===== config.mk =====
export PLATFORM = sky130hd
export DESIGN_NAME = fp2int_wb_queue_flat
export DESIGN_NICKNAME = d
export VERILOG_FILES = /design/src/rtl/fp2int_wb_queue_if.sv /design/src/rtl/fp2int_wb_queue.sv /design/src/flat_wrapper.sv
export SDC_FILE = /design/constraint.sdc
export NUM_CORES = 1
export LEC_CHECK = 0
export BUFFER_PORTS_ARGS = -buffer_cell sky130_fd_sc_hd__buf_2
export CAP_MARGIN = 20
export CORE_MARGIN = 2
export CORE_UTILIZATION = 35
export DETAILED_ROUTE_END_ITERATION = 12
export GPL_TIMING_DRIVEN = 0
export SLEW_MARGIN = 20
export SYNTH_ARGS = -nofsm -noshare
export SYNTH_HDL_FRONTEND = slang
export SYNTH_SLANG_ARGS = --single-unit

===== constraint.sdc =====
create_clock -name clk -period 7.21 [get_ports clk]
set_input_delay 1.442 -clock clk [delete_from_list [all_inputs] [get_ports clk]]
set_output_delay 1.442 -clock clk [all_outputs]
set_load 0.01 [all_outputs]

===== src/rtl/fp2int_wb_queue_if.sv =====
// Handshake bundle between the FP-to-integer stage, the result buffer and the
// integer writeback arbiter, plus the sticky-flag and occupancy side signals.
interface fp2int_wb_queue_if #(
    parameter int DEPTH = 2,
    parameter int TAGW  = 5
);
    localparam int CW = $clog2(DEPTH) + 1;

    logic            flush;
    logic            in_valid;
    logic            in_ready;
    logic [63:0]     in_data;
    logic [4:0]      in_exc;
    logic [TAGW-1:0] in_tag;
    logic            in_wr_rd;
    logic            out_valid;
    logic            out_ready;
    logic [63:0]     out_data;
    logic [TAGW-1:0] out_tag;
    logic            out_wr_rd;
    logic [4:0]      fflags_acc;
    logic            fflags_clr;
    logic [CW-1:0]   count;

    modport master (
        output flush, in_valid, in_data, in_exc, in_tag, in_wr_rd,
               out_ready, fflags_clr,
        input  in_ready, out_valid, out_data, out_tag, out_wr_rd,
               fflags_acc, count
    );

    modport slave (
        input  flush, in_valid, in_data, in_exc, in_tag, in_wr_rd,
               out_ready, fflags_clr,
        output in_ready, out_valid, out_data, out_tag, out_wr_rd,
               fflags_acc, count
    );
endinterface


===== src/rtl/fp2int_wb_queue.sv =====
// Result FIFO between the FP-to-integer datapath and the integer writeback
// arbiter; also keeps the sticky fflags of every result handed to writeback.
module fp2int_wb_queue #(
    parameter int DEPTH = 2,
    parameter int TAGW  = 5
) (
    input logic               clk,
    input logic               rst,
    fp2int_wb_queue_if.slave  bus
);
    localparam int PW = $clog2(DEPTH);
    localparam int CW = PW + 1;
    localparam logic [CW-1:0] DEPTH_C = CW'(DEPTH);
    localparam logic [CW-1:0] CNT_ONE = CW'(1);
    localparam logic [PW-1:0] PTR_ONE = PW'(1);

    logic [63:0]     data_mem_r  [DEPTH];
    logic [4:0]      exc_mem_r   [DEPTH];
    logic [TAGW-1:0] tag_mem_r   [DEPTH];
    logic            wr_rd_mem_r [DEPTH];

    logic [PW-1:0] wr_ptr_r;
    logic [PW-1:0] rd_ptr_r;
    logic [CW-1:0] count_r;
    logic [4:0]    fflags_acc_r;

    logic          full_s;
    logic          empty_s;
    logic          push_s;
    logic          pop_s;
    logic [CW-1:0] count_nxt_s;
    logic [4:0]    fflags_base_s;
    logic [4:0]    fflags_nxt_s;

    // Handshake decode and next occupancy / sticky-flag values.
    always_comb begin
        full_s  = (count_r == DEPTH_C);
        empty_s = (count_r == {CW{1'b0}});
        // in_ready depends only on registered occupancy, never on out_ready.
        push_s  = bus.in_valid & ~full_s & ~bus.flush;
        pop_s   = ~empty_s & bus.out_ready;

        case ({push_s, pop_s})
            2'b10:   count_nxt_s = count_r + CNT_ONE;
            2'b01:   count_nxt_s = count_r - CNT_ONE;
            default: count_nxt_s = count_r;
        endcase

        if (bus.fflags_clr) begin
            fflags_base_s = 5'b00000;
        end else begin
            fflags_base_s = fflags_acc_r;
        end

        // A pop in a flush cycle still completes, so its flags still count.
        if (pop_s) begin
            fflags_nxt_s = fflags_base_s | exc_mem_r[rd_ptr_r];
        end else begin
            fflags_nxt_s = fflags_base_s;
        end
    end

    // Pointer and occupancy state; flush empties the queue on the next edge.
    always_ff @(posedge clk or posedge rst) begin
        if (rst) begin
            wr_ptr_r <= {PW{1'b0}};
            rd_ptr_r <= {PW{1'b0}};
            count_r  <= {CW{1'b0}};
        end else if (bus.flush) begin
            wr_ptr_r <= {PW{1'b0}};
            rd_ptr_r <= {PW{1'b0}};
            count_r  <= {CW{1'b0}};
        end else begin
            if (push_s) begin
                wr_ptr_r <= wr_ptr_r + PTR_ONE;
            end
            if (pop_s) begin
                rd_ptr_r <= rd_ptr_r + PTR_ONE;
            end
            count_r <= count_nxt_s;
        end
    end

    // Sticky exception flags for the fcsr update path.
    always_ff @(posedge clk or posedge rst) begin
        if (rst) begin
            fflags_acc_r <= 5'b00000;
        end else begin
            fflags_acc_r <= fflags_nxt_s;
        end
    end

    // Entry storage, written at the write pointer on an accepted push.
    always_ff @(posedge clk or posedge rst) begin
        if (rst) begin
            for (int i = 0; i < DEPTH; i++) begin
                data_mem_r[i]  <= 64'd0;
                exc_mem_r[i]   <= 5'd0;
                tag_mem_r[i]   <= {TAGW{1'b0}};
                wr_rd_mem_r[i] <= 1'b0;
            end
        end else if (push_s) begin
            data_mem_r[wr_ptr_r]  <= bus.in_data;
            exc_mem_r[wr_ptr_r]   <= bus.in_exc;
            tag_mem_r[wr_ptr_r]   <= bus.in_tag;
            wr_rd_mem_r[wr_ptr_r] <= bus.in_wr_rd;
        end
    end

    // Head fields are a mux of registered storage; they hold when empty.
    assign bus.in_ready   = ~full_s;
    assign bus.out_valid  = ~empty_s;
    assign bus.out_data   = data_mem_r[rd_ptr_r];
    assign bus.out_tag    = tag_mem_r[rd_ptr_r];
    assign bus.out_wr_rd  = wr_rd_mem_r[rd_ptr_r];
    assign bus.fflags_acc = fflags_acc_r;
    assign bus.count      = count_r;

endmodule


===== src/flat_wrapper.sv =====
// flat-port wrapper written by rule: the top's interface ports become plain ports
module fp2int_wb_queue_flat 
#(
    parameter int DEPTH = 2,
    parameter int TAGW  = 5
)
  (clk, rst, bus_flush, bus_in_valid, bus_in_data, bus_in_exc, bus_in_tag, bus_in_wr_rd, bus_out_ready, bus_fflags_clr, bus_in_ready, bus_out_valid, bus_out_data, bus_out_tag, bus_out_wr_rd, bus_fflags_acc, bus_count);
  fp2int_wb_queue_if #(.DEPTH(DEPTH), .TAGW(TAGW)) bus_i ();
  input logic clk;
  input logic rst;
  input wire logic [$bits(bus_i.flush)-1:0] bus_flush;
  input wire logic [$bits(bus_i.in_valid)-1:0] bus_in_valid;
  input wire logic [$bits(bus_i.in_data)-1:0] bus_in_data;
  input wire logic [$bits(bus_i.in_exc)-1:0] bus_in_exc;
  input wire logic [$bits(bus_i.in_tag)-1:0] bus_in_tag;
  input wire logic [$bits(bus_i.in_wr_rd)-1:0] bus_in_wr_rd;
  input wire logic [$bits(bus_i.out_ready)-1:0] bus_out_ready;
  input wire logic [$bits(bus_i.fflags_clr)-1:0] bus_fflags_clr;
  output wire logic [$bits(bus_i.in_ready)-1:0] bus_in_ready;
  output wire logic [$bits(bus_i.out_valid)-1:0] bus_out_valid;
  output wire logic [$bits(bus_i.out_data)-1:0] bus_out_data;
  output wire logic [$bits(bus_i.out_tag)-1:0] bus_out_tag;
  output wire logic [$bits(bus_i.out_wr_rd)-1:0] bus_out_wr_rd;
  output wire logic [$bits(bus_i.fflags_acc)-1:0] bus_fflags_acc;
  output wire logic [$bits(bus_i.count)-1:0] bus_count;
  assign bus_i.flush = bus_flush;
  assign bus_i.in_valid = bus_in_valid;
  assign bus_i.in_data = bus_in_data;
  assign bus_i.in_exc = bus_in_exc;
  assign bus_i.in_tag = bus_in_tag;
  assign bus_i.in_wr_rd = bus_in_wr_rd;
  assign bus_i.out_ready = bus_out_ready;
  assign bus_i.fflags_clr = bus_fflags_clr;
  assign bus_in_ready = bus_i.in_ready;
  assign bus_out_valid = bus_i.out_valid;
  assign bus_out_data = bus_i.out_data;
  assign bus_out_tag = bus_i.out_tag;
  assign bus_out_wr_rd = bus_i.out_wr_rd;
  assign bus_fflags_acc = bus_i.fflags_acc;
  assign bus_count = bus_i.count;
  fp2int_wb_queue #(.DEPTH(DEPTH), .TAGW(TAGW)) u_core (.clk(clk), .rst(rst), .bus(bus_i));
endmodule

==> report_table.html <==
<table>
<tr><th>Metric</th><th>Value</th></tr>
<tr><th colspan="2">Outcome</th></tr>
<tr><td>Run status</td><td>finished, final reports clean</td></tr>
<tr><th colspan="2">CTS</th></tr>
<tr><td>Buffer type at the clock tree root</td><td>sky130_fd_sc_hd__clkbuf_16</td></tr>
<tr><td>Post-cts repair resize count</td><td>0</td></tr>
<tr><td>Buffers inserted by post-CTS timing repair</td><td>0</td></tr>
<tr><td>Sinks on the clock net</td><td>approximately 160</td></tr>
<tr><td>Clock transition at the registers of the reported paths</td><td>0.06 ns</td></tr>
<tr><td>Max Root-Sink Buffers</td><td>2</td></tr>
<tr><td>Hold buffer count at cts</td><td>0</td></tr>
<tr><td>Number of buffers created by CTS</td><td>17</td></tr>
<tr><td># H-tree levels</td><td>4</td></tr>
<tr><td>TritonCTS clock tree</td><td>built</td></tr>
<tr><td>Clock Latency Late Sink</td><td>between 0.4 and 0.5 ns</td></tr>
<tr><th colspan="2">Finish</th></tr>
<tr><td>Leading cell types in the layout, fill and taps excluded</td><td>sky130_fd_sc_hd__mux2_2, sky130_fd_sc_hd__buf_2, sky130_fd_sc_hd__dfrtp_1</td></tr>
<tr><td>Fraction of final layout cells sized beyond drive strength 1</td><td>about three fifths</td></tr>
<tr><td>Synthesis-to-layout area growth</td><td>25.4%</td></tr>
<tr><td>Fill cells</td><td>about 1800</td></tr>
<tr><td>Post-layout utilization of the core</td><td>44.4%</td></tr>
<tr><td>Count of antenna diodes in the layout</td><td>0</td></tr>
<tr><td>Number of non-filler instances in the completed layout</td><td>897</td></tr>
<tr><td>Nets@finish</td><td>700</td></tr>
<tr><td>Final std cell area, no fill</td><td>between 0.008 and 0.009 mm^2</td></tr>
<tr><td>Most frequent standard cell in the layout excluding fill and tap cells</td><td>sky130_fd_sc_hd__mux2_2</td></tr>
<tr><th colspan="2">Timing</th></tr>
<tr><td>Time the final worst path needs with I/O delays and setup</td><td>3.77 ns</td></tr>
<tr><td>Max_slew headroom</td><td>51.3%</td></tr>
<tr><td>Period Utilization, post-route</td><td>52.3%</td></tr>
<tr><td>Actual slew at the worst max-slew pin</td><td>between 0.7 and 0.8 ns</td></tr>
<tr><td>Setup-violating endpoint count in the final report</td><td>0</td></tr>
<tr><td>Maximum clock skew at final layout</td><td>around 0.0045 ns</td></tr>
<tr><td>Number of pins exceeding their max-slew limit in the final report</td><td>0</td></tr>
<tr><td>Upper clock frequency limit</td><td>~270 MHz</td></tr>
<tr><td>RSZ-0062 raised after global routing</td><td>false</td></tr>
<tr><td>Final Hold Fails</td><td>0</td></tr>
<tr><th colspan="2">Min path</th></tr>
<tr><td>Classification of the worst-slack hold path</td><td>reg2reg</td></tr>
<tr><td>Hold path start</td><td>u_core.data_mem_r[117]$_DFFE_PP0P_</td></tr>
<tr><th colspan="2">Synthesis</th></tr>
<tr><td>Mean Syn Cell Area</td><td>15.6 um^2</td></tr>
<tr><td>Count of flip-flops with a built-in enable after synthesis</td><td>0</td></tr>
<tr><td>Sequential element share of the synthesized area</td><td>approximately three fifths</td></tr>
<tr><td>Count of different cell masters after synthesis</td><td>25</td></tr>
<tr><td>Largest family of logic cells by synthesized area</td><td>multiplexers</td></tr>
<tr><td>Primary FF master, synth</td><td>sky130_fd_sc_hd__dfrtp_1</td></tr>
<tr><td>Xor and xnor fraction of the mapped netlist area</td><td>0.128%</td></tr>
<tr><td>Syn Inst Count</td><td>440</td></tr>
<tr><td>Synthesized area</td><td>0.00684 mm^2</td></tr>
<tr><td>Number of warnings printed during yosys synthesis</td><td>0</td></tr>
<tr><td>Share of synthesized registers carrying an async set or reset</td><td>between 90% and 100%</td></tr>
<tr><td>Fraction of the mapped netlist area in compound gates</td><td>around 1.1%</td></tr>
<tr><td>Simple-gate share of the synthesized area</td><td>less than 1%</td></tr>
<tr><td>Yosys reg bits</td><td>between 150 and 200</td></tr>
<tr><td>Syn_nets</td><td>521</td></tr>
<tr><td>Proportion of synthesized area in mux cells</td><td>37.1%</td></tr>
<tr><td>Synth Area in Adders</td><td>0%</td></tr>
<tr><th colspan="2">Floorplan</th></tr>
<tr><td>Initial core utilization</td><td>35.4%</td></tr>
<tr><td>Row cnt</td><td>51</td></tr>
<tr><td>Chip Height</td><td>144 um</td></tr>
<tr><td>Io pins</td><td>160</td></tr>
<tr><td>Die boundary width</td><td>144 um</td></tr>
<tr><td>Area of the core</td><td>slightly below 0.02 mm^2</td></tr>
<tr><td>Die Area</td><td>about 0.021 mm^2</td></tr>
<tr><th colspan="2">Global route</th></tr>
<tr><td>Grt total ovfl</td><td>0</td></tr>
<tr><td>Initial antenna violation count</td><td>0</td></tr>
<tr><td>Via count of the first global-routing pass</td><td>4561</td></tr>
<tr><td>GRT Total Usage</td><td>15.1%</td></tr>
<tr><td>Pin count of the biggest net entering global routing</td><td>106</td></tr>
<tr><td>Global-route wire length before repair</td><td>23.8 mm</td></tr>
<tr><th colspan="2">Setup path</th></tr>
<tr><td>Critical Path AT</td><td>2.33 ns</td></tr>
<tr><td>Crit path max-delay cell type</td><td>sky130_fd_sc_hd__clkbuf_1</td></tr>
<tr><td>Top fanout value on the critical path</td><td>10</td></tr>
<tr><td>Element type at the critical path start</td><td>flop</td></tr>
<tr><td>Critical Path Source</td><td>u_core.rd_ptr_r$_DFFE_PP0P_</td></tr>
<tr><td>Required time of the critical path</td><td>5.77 ns</td></tr>
<tr><td>Top Family by Delay on Critical Path</td><td>buffers and inverters</td></tr>
<tr><td>Origin of the critical flop-to-flop path</td><td>u_core.bus.count[1]$_DFFE_PP0P_</td></tr>
<tr><td>Crit. End Element</td><td>output pin</td></tr>
<tr><td>CP Class</td><td>reg2out</td></tr>
<tr><td>Top cell by count, worst path</td><td>sky130_fd_sc_hd__buf_2</td></tr>
<tr><td>Buf+Inv Stages, Crit Path</td><td>3</td></tr>
<tr><td>Worst stage delay on the critical path</td><td>just under 0.6 ns</td></tr>
<tr><td>Critical path cell sequence</td><td>clkbuf_1 &gt; buf_2 &gt; mux2_2 &gt; buf_2</td></tr>
<tr><th colspan="2">Placement</th></tr>
<tr><td>Instance count after placement with tap cells included</td><td>865</td></tr>
<tr><td>GPL Wtd Cong</td><td>approximately 0.75</td></tr>
<tr><td>HPWL Detailed</td><td>10.6 mm</td></tr>
<tr><td>Count of input and output buffers</td><td>159</td></tr>
<tr><td>Instance area after placement</td><td>approximately 0.008 mm^2</td></tr>
<tr><th colspan="2">Detailed routing</th></tr>
<tr><td>Final routed wirelength across all metal layers</td><td>roughly 15 mm</td></tr>
<tr><td>Routed metal-1 wire length</td><td>roughly 6.4 mm</td></tr>
<tr><td>Number of search-and-repair iterations in the first detailed-routing pass</td><td>4</td></tr>
<tr><td>Number of remaining DRC errors</td><td>0</td></tr>
<tr><td>Total via count after detailed routing</td><td>about 4200</td></tr>
<tr><td>Wire length on met3</td><td>697 um</td></tr>
<tr><td>Wire length per cell after detailed routing</td><td>16.7 um</td></tr>
<tr><td>Count of nets left with antenna violations after detail routing</td><td>0</td></tr>
<tr><td>Number of violations reported at the end of detailed-routing iteration 0</td><td>65</td></tr>
<tr><td>Met2 WL post-DR</td><td>7.72 mm</td></tr>
<tr><td>Highest metal layer with signal wires</td><td>met4</td></tr>
<tr><td>Vias/cell</td><td>4.70</td></tr>
<tr><th colspan="2">Power and ir drop</th></tr>
<tr><td>Total chip power</td><td>2.67 mW</td></tr>
<tr><td>VDD IR max</td><td>approximately 0.00015 V</td></tr>
<tr><td>Leakage power</td><td>around 3.9 nW</td></tr>
<tr><td>Power Density</td><td>311 mW/mm^2</td></tr>
<tr><th colspan="2">Job</th></tr>
<tr><td>Max-Cap Viols</td><td>0</td></tr>
</table>
## cell families after synthesis
logic type	after synthesis
muxes	226
DFF	159
buffers and inverters	32
AOI/OAI and AO/OA	13
and+or+nand+nor	9
xor gates and xnor gates	1
## cell usage after synthesis (all sizes together), types with 2 or more instances
library cell / number / area, um^2
a21oi: 4 / 20.0
buf: 23 / 141
dfrtp: 159 / 3980
inv: 8 / 30.0
mux2: 220 / 2480
mux2i: 6 / 60.1
o21ai: 2 / 10.0
o22ai: 5 / 31.3
or2: 2 / 12.5
## metal layers
metal | up-vias | track usage (%)
li1 | 1931 | -
met1 | 2177 | 18.6
met2 | 95 | 25.5
met3 | 16 | 4.20
met4 | 0 | 5.37
met5 | - | 0
## final timing paths
check / end / slack, ns / cells after the start
min in group asynchronous: u_core.data_mem_r[86]$_DFFE_PP0P_ / 1.03 / 2
max in group asynchronous: u_core.data_mem_r[127]$_DFFE_PP0P_ / 5.30 / 3
setup / recovery: bus_out_data[53] / 3.44 / 4
hold / removal: u_core.data_mem_r[117]$_DFFE_PP0P_ / 0.48 / 1
setup reg to reg: u_core.exc_mem_r[5]$_DFFE_PP0P_ / 5.23 / 5
hold reg to reg: u_core.data_mem_r[117]$_DFFE_PP0P_ / 0.48 / 1
## flip-flops by register name, indices dropped and copies added, names as in the netlist
signal,flops
u_core.data_mem_r,128
u_core.tag_mem_r,10
u_core.bus.fflags_acc,5
u_core.bus.count,2
u_core.exc_mem_r,10
u_core.wr_ptr_r,1
u_core.rd_ptr_r,1
u_core.wr_rd_mem_r,2
## through the flow
stage                     setup TNS [ns]  setup WS (ns)  hold WS, ns
after global placement             -8.82        -0.0711        0.462
final                                  0           3.44        0.481
after detailed placement               0           3.81        0.472
after CTS                              0           3.34        0.486
after floorplan                        0           1.48        0.454
after global routing                   0           3.28        0.498
## power breakdown
part | switching, mW | total, mW | internal [mW]
Sequential | 0.101 | 1.21 | 1.11
Combinational | 0.249 | 0.584 | 0.334
Clock | 0.350 | 0.877 | 0.527
## layout make-up
| class | count | area (um^2) | area share, % |
|---|---|---|---|
| Buffer | 24 | 145 | 1.69 |
| Clock buffer | 22 | 464 | 5.41 |
| Clock inverter | 10 | 113 | 1.31 |
| Inverter | 8 | 37.5 | 0.437 |
| Multi-Input combinational cell | 249 | 2690 | 31.3 |
| Sequential cell | 159 | 3980 | 46.4 |
| Tap cell | 265 | 332 | 3.86 |
| Timing Repair Buffer | 160 | 823 | 9.59 |
Power figures use the tool's default switching activity.
